$ cat src/rtl/wptr_full_ctrl_pkg.sv
// Shared FIFO helpers: pointer-width derivation, Gray/binary conversion and
// the write-side status flag bundle. The read side imports the same package.
package wptr_full_ctrl_pkg;

  // Widest pointer the conversion helpers handle; callers zero-extend into it.
  localparam int unsigned GRAY_MAX_W = 32;

  // Pointers carry one bit more than the address to tell full from empty.
  function automatic int unsigned ptr_width(input int unsigned addr_size);
    return addr_size + 1;
  endfunction

  function automatic logic [GRAY_MAX_W-1:0] bin2gray(input logic [GRAY_MAX_W-1:0] b);
    return (b >> 1) ^ b;
  endfunction

  // Zero-extended input gives zero upper result bits, so truncation is safe.
  function automatic logic [GRAY_MAX_W-1:0] gray2bin(input logic [GRAY_MAX_W-1:0] g);
    logic [GRAY_MAX_W-1:0] b;
    b[GRAY_MAX_W-1] = g[GRAY_MAX_W-1];
    for (int i = GRAY_MAX_W - 2; i >= 0; i--) begin
      b[i] = b[i+1] ^ g[i];
    end
    return b;
  endfunction

  // Registered single-bit status flags of the write side.
  typedef struct packed {
    logic full;
    logic afull;
    logic ovf;
  } wflags_t;

endpackage

$ cat src/rtl/sync_r2w.sv
// Two-flop synchronizer for a Gray pointer crossing into the local clock.
// Reused unchanged as the write-to-read synchronizer on the other side.
module sync_r2w #(
  parameter int unsigned WIDTH = 13
) (
  input  logic             clk,
  input  logic             rst,
  input  logic [WIDTH-1:0] din,
  output logic [WIDTH-1:0] dout
);

  logic [WIDTH-1:0] q1_reg;
  logic [WIDTH-1:0] q2_reg;

  // Two back-to-back stages; only q2 is ever consumed downstream.
  always_ff @(posedge clk or posedge rst) begin
    if (rst) begin
      q1_reg <= '0;
      q2_reg <= '0;
    end else begin
      q1_reg <= din;
      q2_reg <= q1_reg;
    end
  end

  assign dout = q2_reg;

endmodule

$ cat src/rtl/wptr_full_ctrl.sv
// Write-side pointer and full/almost-full/level/overflow controller of the
// dual-clock FIFO. Status is computed from the synchronized (stale) read
// pointer, so it can only overstate occupancy, never understate it.
module wptr_full_ctrl
  import wptr_full_ctrl_pkg::*;
#(
  parameter int unsigned ADDR_SIZE    = 12,
  parameter int unsigned AFULL_THRESH = (1 << ADDR_SIZE) - 4
) (
  input  logic                          wclk,
  input  logic                          wrst,
  input  logic                          winc,
  input  logic                          wovf_clr,
  input  logic [ptr_width(ADDR_SIZE)-1:0] wrptr,
  output logic                          wen,
  output logic [ADDR_SIZE-1:0]          waddr,
  output logic [ptr_width(ADDR_SIZE)-1:0] wptr,
  output logic                          wfull,
  output logic                          wafull,
  output logic [ptr_width(ADDR_SIZE)-1:0] wlevel,
  output logic                          wovf
);

  localparam int unsigned PTR_W = ptr_width(ADDR_SIZE);
  localparam int unsigned A     = ADDR_SIZE;
  localparam logic [PTR_W-1:0] AFULL_CMP = PTR_W'(AFULL_THRESH);

  logic [PTR_W-1:0] wq2;
  logic [PTR_W-1:0] rq2bin;
  logic [PTR_W-1:0] wbin_reg;
  logic [PTR_W-1:0] wptr_reg;
  logic [PTR_W-1:0] wlevel_reg;
  logic [PTR_W-1:0] wbin_next;
  logic [PTR_W-1:0] wgray_next;
  logic [PTR_W-1:0] level_next;
  logic [PTR_W-1:0] full_pattern;
  wflags_t          flags_reg;
  wflags_t          flags_next;

  sync_r2w #(
    .WIDTH (PTR_W)
  ) u_sync_r2w (
    .clk  (wclk),
    .rst  (wrst),
    .din  (wrptr),
    .dout (wq2)
  );

  // A write is accepted only when the registered full flag is clear.
  assign wen = winc & ~flags_reg.full;

  // Next pointer values and the occupancy they imply against the synced read pointer.
  always_comb begin
    wbin_next    = wbin_reg + PTR_W'(wen);
    wgray_next   = PTR_W'(bin2gray(GRAY_MAX_W'(wbin_next)));
    rq2bin       = PTR_W'(gray2bin(GRAY_MAX_W'(wq2)));
    level_next   = wbin_next - rq2bin;
    // Full when the Gray write pointer is exactly one lap ahead of the read pointer.
    full_pattern = {~wq2[A:A-1], wq2[A-2:0]};
    flags_next.full  = (wgray_next == full_pattern);
    flags_next.afull = (level_next >= AFULL_CMP);
    // Set wins over clear so a simultaneous clear never hides a fresh overflow.
    flags_next.ovf   = (winc & flags_reg.full) | (flags_reg.ovf & ~wovf_clr);
  end

  // Binary address counter and Gray pointer exported to the read side.
  always_ff @(posedge wclk or posedge wrst) begin
    if (wrst) begin
      wbin_reg <= '0;
      wptr_reg <= '0;
    end else begin
      wbin_reg <= wbin_next;
      wptr_reg <= wgray_next;
    end
  end

  // Registered status: level, full, almost-full and sticky overflow.
  always_ff @(posedge wclk or posedge wrst) begin
    if (wrst) begin
      wlevel_reg <= '0;
      flags_reg  <= '0;
    end else begin
      wlevel_reg <= level_next;
      flags_reg  <= flags_next;
    end
  end

  assign waddr  = wbin_reg[A-1:0];
  assign wptr   = wptr_reg;
  assign wlevel = wlevel_reg;
  assign wfull  = flags_reg.full;
  assign wafull = flags_reg.afull;
  assign wovf   = flags_reg.ovf;

endmodule
$ cat config.mk
export PLATFORM = sky130hd
export DESIGN_NAME = wptr_full_ctrl
export DESIGN_NICKNAME = d
export VERILOG_FILES = /design/src/rtl/wptr_full_ctrl_pkg.sv /design/src/rtl/sync_r2w.sv /design/src/rtl/wptr_full_ctrl.sv
export SDC_FILE = /design/constraint.sdc
export NUM_CORES = 1
export LEC_CHECK = 0
export BUFFER_PORTS_ARGS = -buffer_cell sky130_fd_sc_hd__buf_2
export CAP_MARGIN = 10
export CORE_ASPECT_RATIO = 0.8
export CORE_MARGIN = 2
export CORE_UTILIZATION = 55
export CTS_CLUSTER_SIZE = 8
export DETAILED_ROUTE_END_ITERATION = 8
export HOLD_SLACK_MARGIN = 0.15
export PLACE_DENSITY = 0.79
export RECOVER_POWER = 50
export SLEW_MARGIN = 10
export SYNTH_ARGS = -nofsm -noshare
export SYNTH_HDL_FRONTEND = slang
export SYNTH_SLANG_ARGS = --single-unit
$ cat constraint.sdc
create_clock -name wclk -period 5.7 [get_ports wclk]
set_input_delay 0.57 -clock wclk [delete_from_list [all_inputs] [get_ports wclk]]
set_output_delay 0.57 -clock wclk [all_outputs]
set_load 0.01 [all_outputs]
==> results.toml, run 1 <==
[die]
start_util = 0.563
fp.dieW_um = 87.1
die_area_um2 = 6140
ios = 59
dieHeight_um = 70.5
num_rows = 24
fp.coreArea_um2 = 5410

[job]
max_cap_violations = 1

[cells_and_area]
multi_input_area_um2 = 1300
seq_area_um2 = 1680
diodes = 0
final_area_um2 = 3630
drive_gt1_frac = 0.254
nFillCells = 397
final_core_util = 0.671
fin_nets = 346
area_growth_pct = 19.3

[global_routing]
grt-ovfl-total = 0
grt_max_degree = 68
grt_pass1_vias = 1913
grt_pass1_wl_um = 9120
grt_usage = 0.200
grt_antenna_before_repair = 0

[sta]
hold_slack_ps = 321
maxSlewHeadroom = -1.25
tns_ps = 0
hold_viol_final = 0
finalCritPeriodShare = 0.839
worst_pin_slew_ps = 3380
setup_ws_ps = 916
slew_violations = 68
finClkSkew_ps = 9.14
min_period_ps = 4780
rsz0062_at_grt = "no"
setup_violations = 0
fmax_ghz = 0.209

[yosys]
synth_mux_area_frac = 0
syn_inst = 248
synth_top_family_by_area = "XOR/XNOR gates"
ys_types = 33
synth_xor_area_frac = 0.198
synth_fa_ha_area_frac = 0.0642
synthSimpleGateAreaFrac = 0.0971
yosysWarnings = 0
ys_seq_elements = 67
ys.flop_type = "dfrtp_1"
ys_seq_area_frac = 0.551
synth-compound-area-share = 0.0679
synth_nets = 280
ys_async_sr_fraction = 1.00
synth_edf_count = 0
syn_area_per_cell_um2 = 12.3
syn-cell-area_um2 = 3040

[clocking]
cts_setup_buffers = 0
hold_buffers = 0
cts_resized = 0
cts.sinks = 67
clk_pin_slew_ps = 70
cts_buffers = 9
cts_root_buf = "clkbuf_8"
cts_tree = "built"
clockBufferDepth = 2
clock_latency_ps = 350
htreeDepth = 3

[placement]
io_buffers = 58
pre_cts_ws_ps = 943
placed_cell_area_um2 = 3400
hpwlAfterDp_um = 4090
gp_congestion = 0.891

[routing]
routed_via_density = 5.19
post_drt_wl_per_cell_um = 14.9
drt_iter0_drc = 88
drtAntennaViolNets = 0
drc = 0
first_pass_iters = 4
drt_wl_total_um = 5700
vias = 1993

[power_and_ir_drop]
power_density_nw_per_um2 = 524
ir_drop_uv = 340
power.leakage_nw = 1.82

[critical_path]
worstSetupStartpointType = "register"
crit_arrival_ps = 5020
crit_type = "reg2reg"
cp-end-kind = "register"
critPathRequiredTime_ps = 5940
critPathMaxFanout = 4

[outcome]
status = "finished with violations"
failed_checks = "max-capacitance violations, max-slew violations"

[worst_hold_path]
min_path_type = "in2reg"
==> worst paths after layout <==
check / from / end / slack (ps) / cells after the start
max in group asynchronous: wrst / wbin_reg[5]$_DFF_PP0_ / 2290 / 3
setup reg to reg: u_sync_r2w.dout[12]$_DFF_PP0_ / wafull$_DFF_PP0_ / 920 / 19
hold reg to reg: u_sync_r2w.q1_reg[3]$_DFF_PP0_ / u_sync_r2w.dout[3]$_DFF_PP0_ / 340 / 0
min in group asynchronous: wrst / u_sync_r2w.q1_reg[9]$_DFF_PP0_ / 1510 / 3
hold / removal: wrptr[2] / u_sync_r2w.q1_reg[2]$_DFF_PP0_ / 320 / 1
setup / recovery: u_sync_r2w.dout[12]$_DFF_PP0_ / wafull$_DFF_PP0_ / 920 / 19
==> placed cells by master (no fill, tap or decap) <==
| master | count |
|---|---|
| inv_1 | 12 |
| a311oi_1 | 1 |
| clkinv_2 | 1 |
| nand4_1 | 3 |
| clkbuf_1 | 2 |
| a21oi_1 | 16 |
| nand3_1 | 6 |
| xor3_2 | 1 |
| bufinv_16 | 2 |
| o21ai_0 | 6 |
| xnor2_1 | 27 |
| buf_2 | 58 |
| dfrtp_1 | 67 |
| fa_1 | 1 |
| clkinv_1 | 1 |
| a32oi_1 | 1 |
| xor2_1 | 26 |
| nor3_1 | 4 |
| xnor2_2 | 2 |
| o311a_1 | 1 |
| o22a_1 | 1 |
| nor2_1 | 10 |
| a21o_1 | 4 |
| clkinvlp_4 | 1 |
| o22ai_1 | 1 |
| a31oi_1 | 1 |
| ha_1 | 14 |
| and3_1 | 3 |
| nand2_1 | 8 |
| clkbuf_8 | 11 |
| o21a_1 | 1 |
| xor2_2 | 5 |
| nand2b_1 | 4 |
| nor4_1 | 3 |
| nor2b_1 | 4 |
| nand4b_1 | 1 |
| a41o_1 | 1 |
| and4_1 | 5 |
| and2_1 | 3 |
==> area by class of cell <==
cell class                 count  share of cell area
clock inverter                 4              0.0200
multi-input combinational    164               0.358
sequential                    67               0.462
inverter                      13              0.0134
clock buffer                  12              0.0428
timing repair buffer          59              0.0810
tap                           65              0.0224
==> report_power, final <==
part           switching (mW)  internal, mW  total, mW
sequential             0.0546         0.586      0.641
clock                   0.172         0.269      0.441
combinational           0.473         0.347      0.819
==> metrics by stage <==
stage                     total power, mW  cells
after floorplan                      1.23    248
after global placement               1.44    368
after detailed placement             1.46    368
after CTS                            1.91    384
after global routing                 2.02    384
final                                1.90    384
==> cell usage after synthesis, types with 5 or more instances <==
library cell   n  area share
a21oi_1       16       0.026
and4_1         5       0.014
dfrtp_1       67        0.55
ha_1          14       0.058
inv_1         13       0.016
nand2_1        8      0.0099
nand3_1        6      0.0099
nor2_1        10       0.012
o21ai_0        6      0.0099
xnor2_1       27       0.078
xor2_1        26       0.075
xor2_2         5       0.027
==> per-layer routing <==
metal | vias to the layer above | GRT usage | routed length [um]
li1 | 963 | - | -
met1 | 953 | 0.279 | 2690
met2 | 68 | 0.286 | 2580
met3 | 9 | 0.0745 | 334
met4 | 0 | 0.0786 | 101
met5 | - | 0 | 0
==> cells by family (layout without fill, tap and decap cells) <==
kind of cell	Yosys count	in the layout
flip-flops	67	67
AO/OA/AOI/OAI	34	34
buffers and inverters	17	88
AND/OR/NAND/NOR	54	54
adder cells (fa/ha/maj)	15	15
XOR/XNOR	61	61
==> critical path, cell delays in order, from the launching register on <==
cell      delay [ps]
dfrtp_1          420
xnor2_2          260
xor2_2           230
xor2_2           220
xor2_2           230
xor3_2           360
xnor2_2          250
xor2_2           230
xor2_2           250
xnor2_1          150
ha_1             220
nor2b_1           60
o21ai_0          140
nand2b_1         110
a21o_1           200
o311a_1          310
a311oi_1         460
o21ai_0          200
xor2_1           190
a41o_1           200
Note: power is estimated with default switching activity, not from simulation.
==> run 2, diff against run 1 <==
Settings changed: CORE_UTILIZATION 55 to 49, PLACE_DENSITY 0.79 to 0.75.
Clock period 5.7 ns to 3.8 ns, I/O delays scaled along.
==> run 2 against run 1 <==
Against the previous run:
- first-iteration DRC count up 17%
- sequential power increased by 49%
- the flow finishes with violations (negative setup slack)
- core utilization is 2.5 points higher
==> results.toml, run 2 (synthesis gave the netlist of run 1 again) <==
[power_and_ir_drop]
power.leakage_nw = 2.01
ir_drop_uv = 701
power_density_nw_per_um2 = 805

[sta]
min_period_ps = 4330
setup_ws_ps = -529
maxSlewHeadroom = 0.168
rsz0062_at_grt = "yes"
finClkSkew_ps = 9.88
finalCritPeriodShare = 1.14
tns_ps = -2370
hold_viol_final = 0
slew_violations = 0
fmax_ghz = 0.231
setup_violations = 7
worst_pin_slew_ps = 1250

[critical_path]
slowest_stage = "dfrtp_1"
max_stage_delay_ps = 410
critPathMaxFanout = 2
crit_path_start = "u_sync_r2w.dout[12]$_DFF_PP0_"
cp_cell_sequence = "xnor2_2 -> xor2_2 -> xor2_2 -> xor2_2 -> xor3_2 -> xnor2_4 -> xor2_2 -> xor2_2 -> xnor2_1 -> ha_2 -> fa_2 -> nor2b_1 -> o21a_1 -> o21ai_2 -> a21oi_2 -> a21o_1 -> a21o_1 -> a31oi_4 -> xnor2_2 -> a41o_1"
cpMostUsedCell = "xor2_2"
critPathRequiredTime_ps = 4030
critPathBufInv = 0
critical_path.top_delay_family = "XOR/XNOR gates"
worstSetupStartpointType = "register"
reg2regPathDepth = 20
crit_type = "reg2reg"
r2r_start = "u_sync_r2w.dout[12]$_DFF_PP0_"
crit_arrival_ps = 4560
cp-end-kind = "register"
crit_cells = 20

[outcome]
failed_checks = "negative setup slack"
status = "finished with violations"

[clocking]
cts_buffers = 9
htreeDepth = 3
cts_tree = "built"
clk_pin_slew_ps = 70
clockBufferDepth = 2
cts.sinks = 67
clock_latency_ps = 350
cts_root_buf = "clkbuf_8"

[cells_and_area]
mostFrequentLayoutCell = "dfrtp_1"
mostFrequentLayoutCells = "67 x dfrtp_1, 43 x buf_4, 32 x clkbuf_1, 29 x buf_2, 25 x xor2_1"
finalNonFillerCells = 455
fin_nets = 402
area_growth_pct = 36.0
diodes = 0
final_area_um2 = 4140
drive_gt1_frac = 0.283

[routing]
drtAntennaViolNets = 0
vias = 2222
drt_wl_total_um = 6580
routed_via_density = 4.88
first_pass_iters = 4
drt_iter0_drc = 103
drc = 0
post_drt_wl_per_cell_um = 14.5

[global_routing]
grt_pass1_wl_um = 10600
grt_usage = 0.209
grt_pass1_vias = 2248
grt_max_degree = 37
grt-ovfl-total = 0
grt_antenna_before_repair = 0

[placement]
placed_cell_area_um2 = 3660
dp_cells = 413
gp_congestion = 0.814
io_buffers = 58
hpwlAfterDp_um = 4490

[die]
fp.dieW_um = 92.1
die_area_um2 = 6860
fp.coreArea_um2 = 5940
ios = 59
dieHeight_um = 74.5
num_rows = 25
start_util = 0.512

[worst_hold_path]
holdCritStartpoint = "wovf_clr"
min_path_type = "in2reg"
hold_depth = 2

[job]
max_cap_violations = 0
run 2: stage by stage:
step	total power, mW	hold WS (ps)	utilization	worst slack, ps
floorplan	1.87	331	-	-364
detailed placement	2.56	335	0.616	-567
CTS	3.23	199	0.685	-501
finish	3.33	212	0.696	-529
global placement	2.53	333	0.616	-401
global route	3.58	215	0.696	-816
run 2: final timing paths:
kind,endpoint,slack (ps)
max,wafull$_DFF_PP0_,-530
max reg2reg,wafull$_DFF_PP0_,-530
min,wovf$_DFF_PP0_,210
max in group asynchronous,wbin_reg[3]$_DFF_PP0_,1820
min reg2reg,u_sync_r2w.dout[8]$_DFF_PP0_,350
min in group asynchronous,wlevel[12]$_DFF_PP0_,920
run 2: what timing repair did:
item / in CTS / in global routing
buffers inserted: 9 / 4
gates resized for setup: 4 / 10
hold buffers: 14 / 0
pin swaps: 7 / 6
hold endpoints to repair: 24 / 0
setup endpoints to repair: 8 / 11
run 2: power breakdown:
group | total, mW | switching, mW | internal, mW
combinational | 1.83 | 0.884 | 0.946
sequential | 0.958 | 0.0790 | 0.879
clock | 0.541 | 0.244 | 0.298
run 2: cell type report:
cell class	count	area (um2)
clock buffer	12	135
clock inverter	3	40.0
fill	446	1810
inverter	13	48.8
multi-input combinational	164	1420
sequential	67	1680
tap	81	101
timing repair buffer	115	717
run 2: per-layer routing:
metal | global-route usage | share of wire | vias up | wire [um]
met3 | 0.0598 | 0.053 | 15 | 349
li1 | - | - | 1076 | -
met4 | 0.103 | 0.021 | 0 | 139
met5 | 0 | 0 | - | 0
met1 | 0.286 | 0.48 | 1066 | 3140
met2 | 0.312 | 0.45 | 65 | 2950
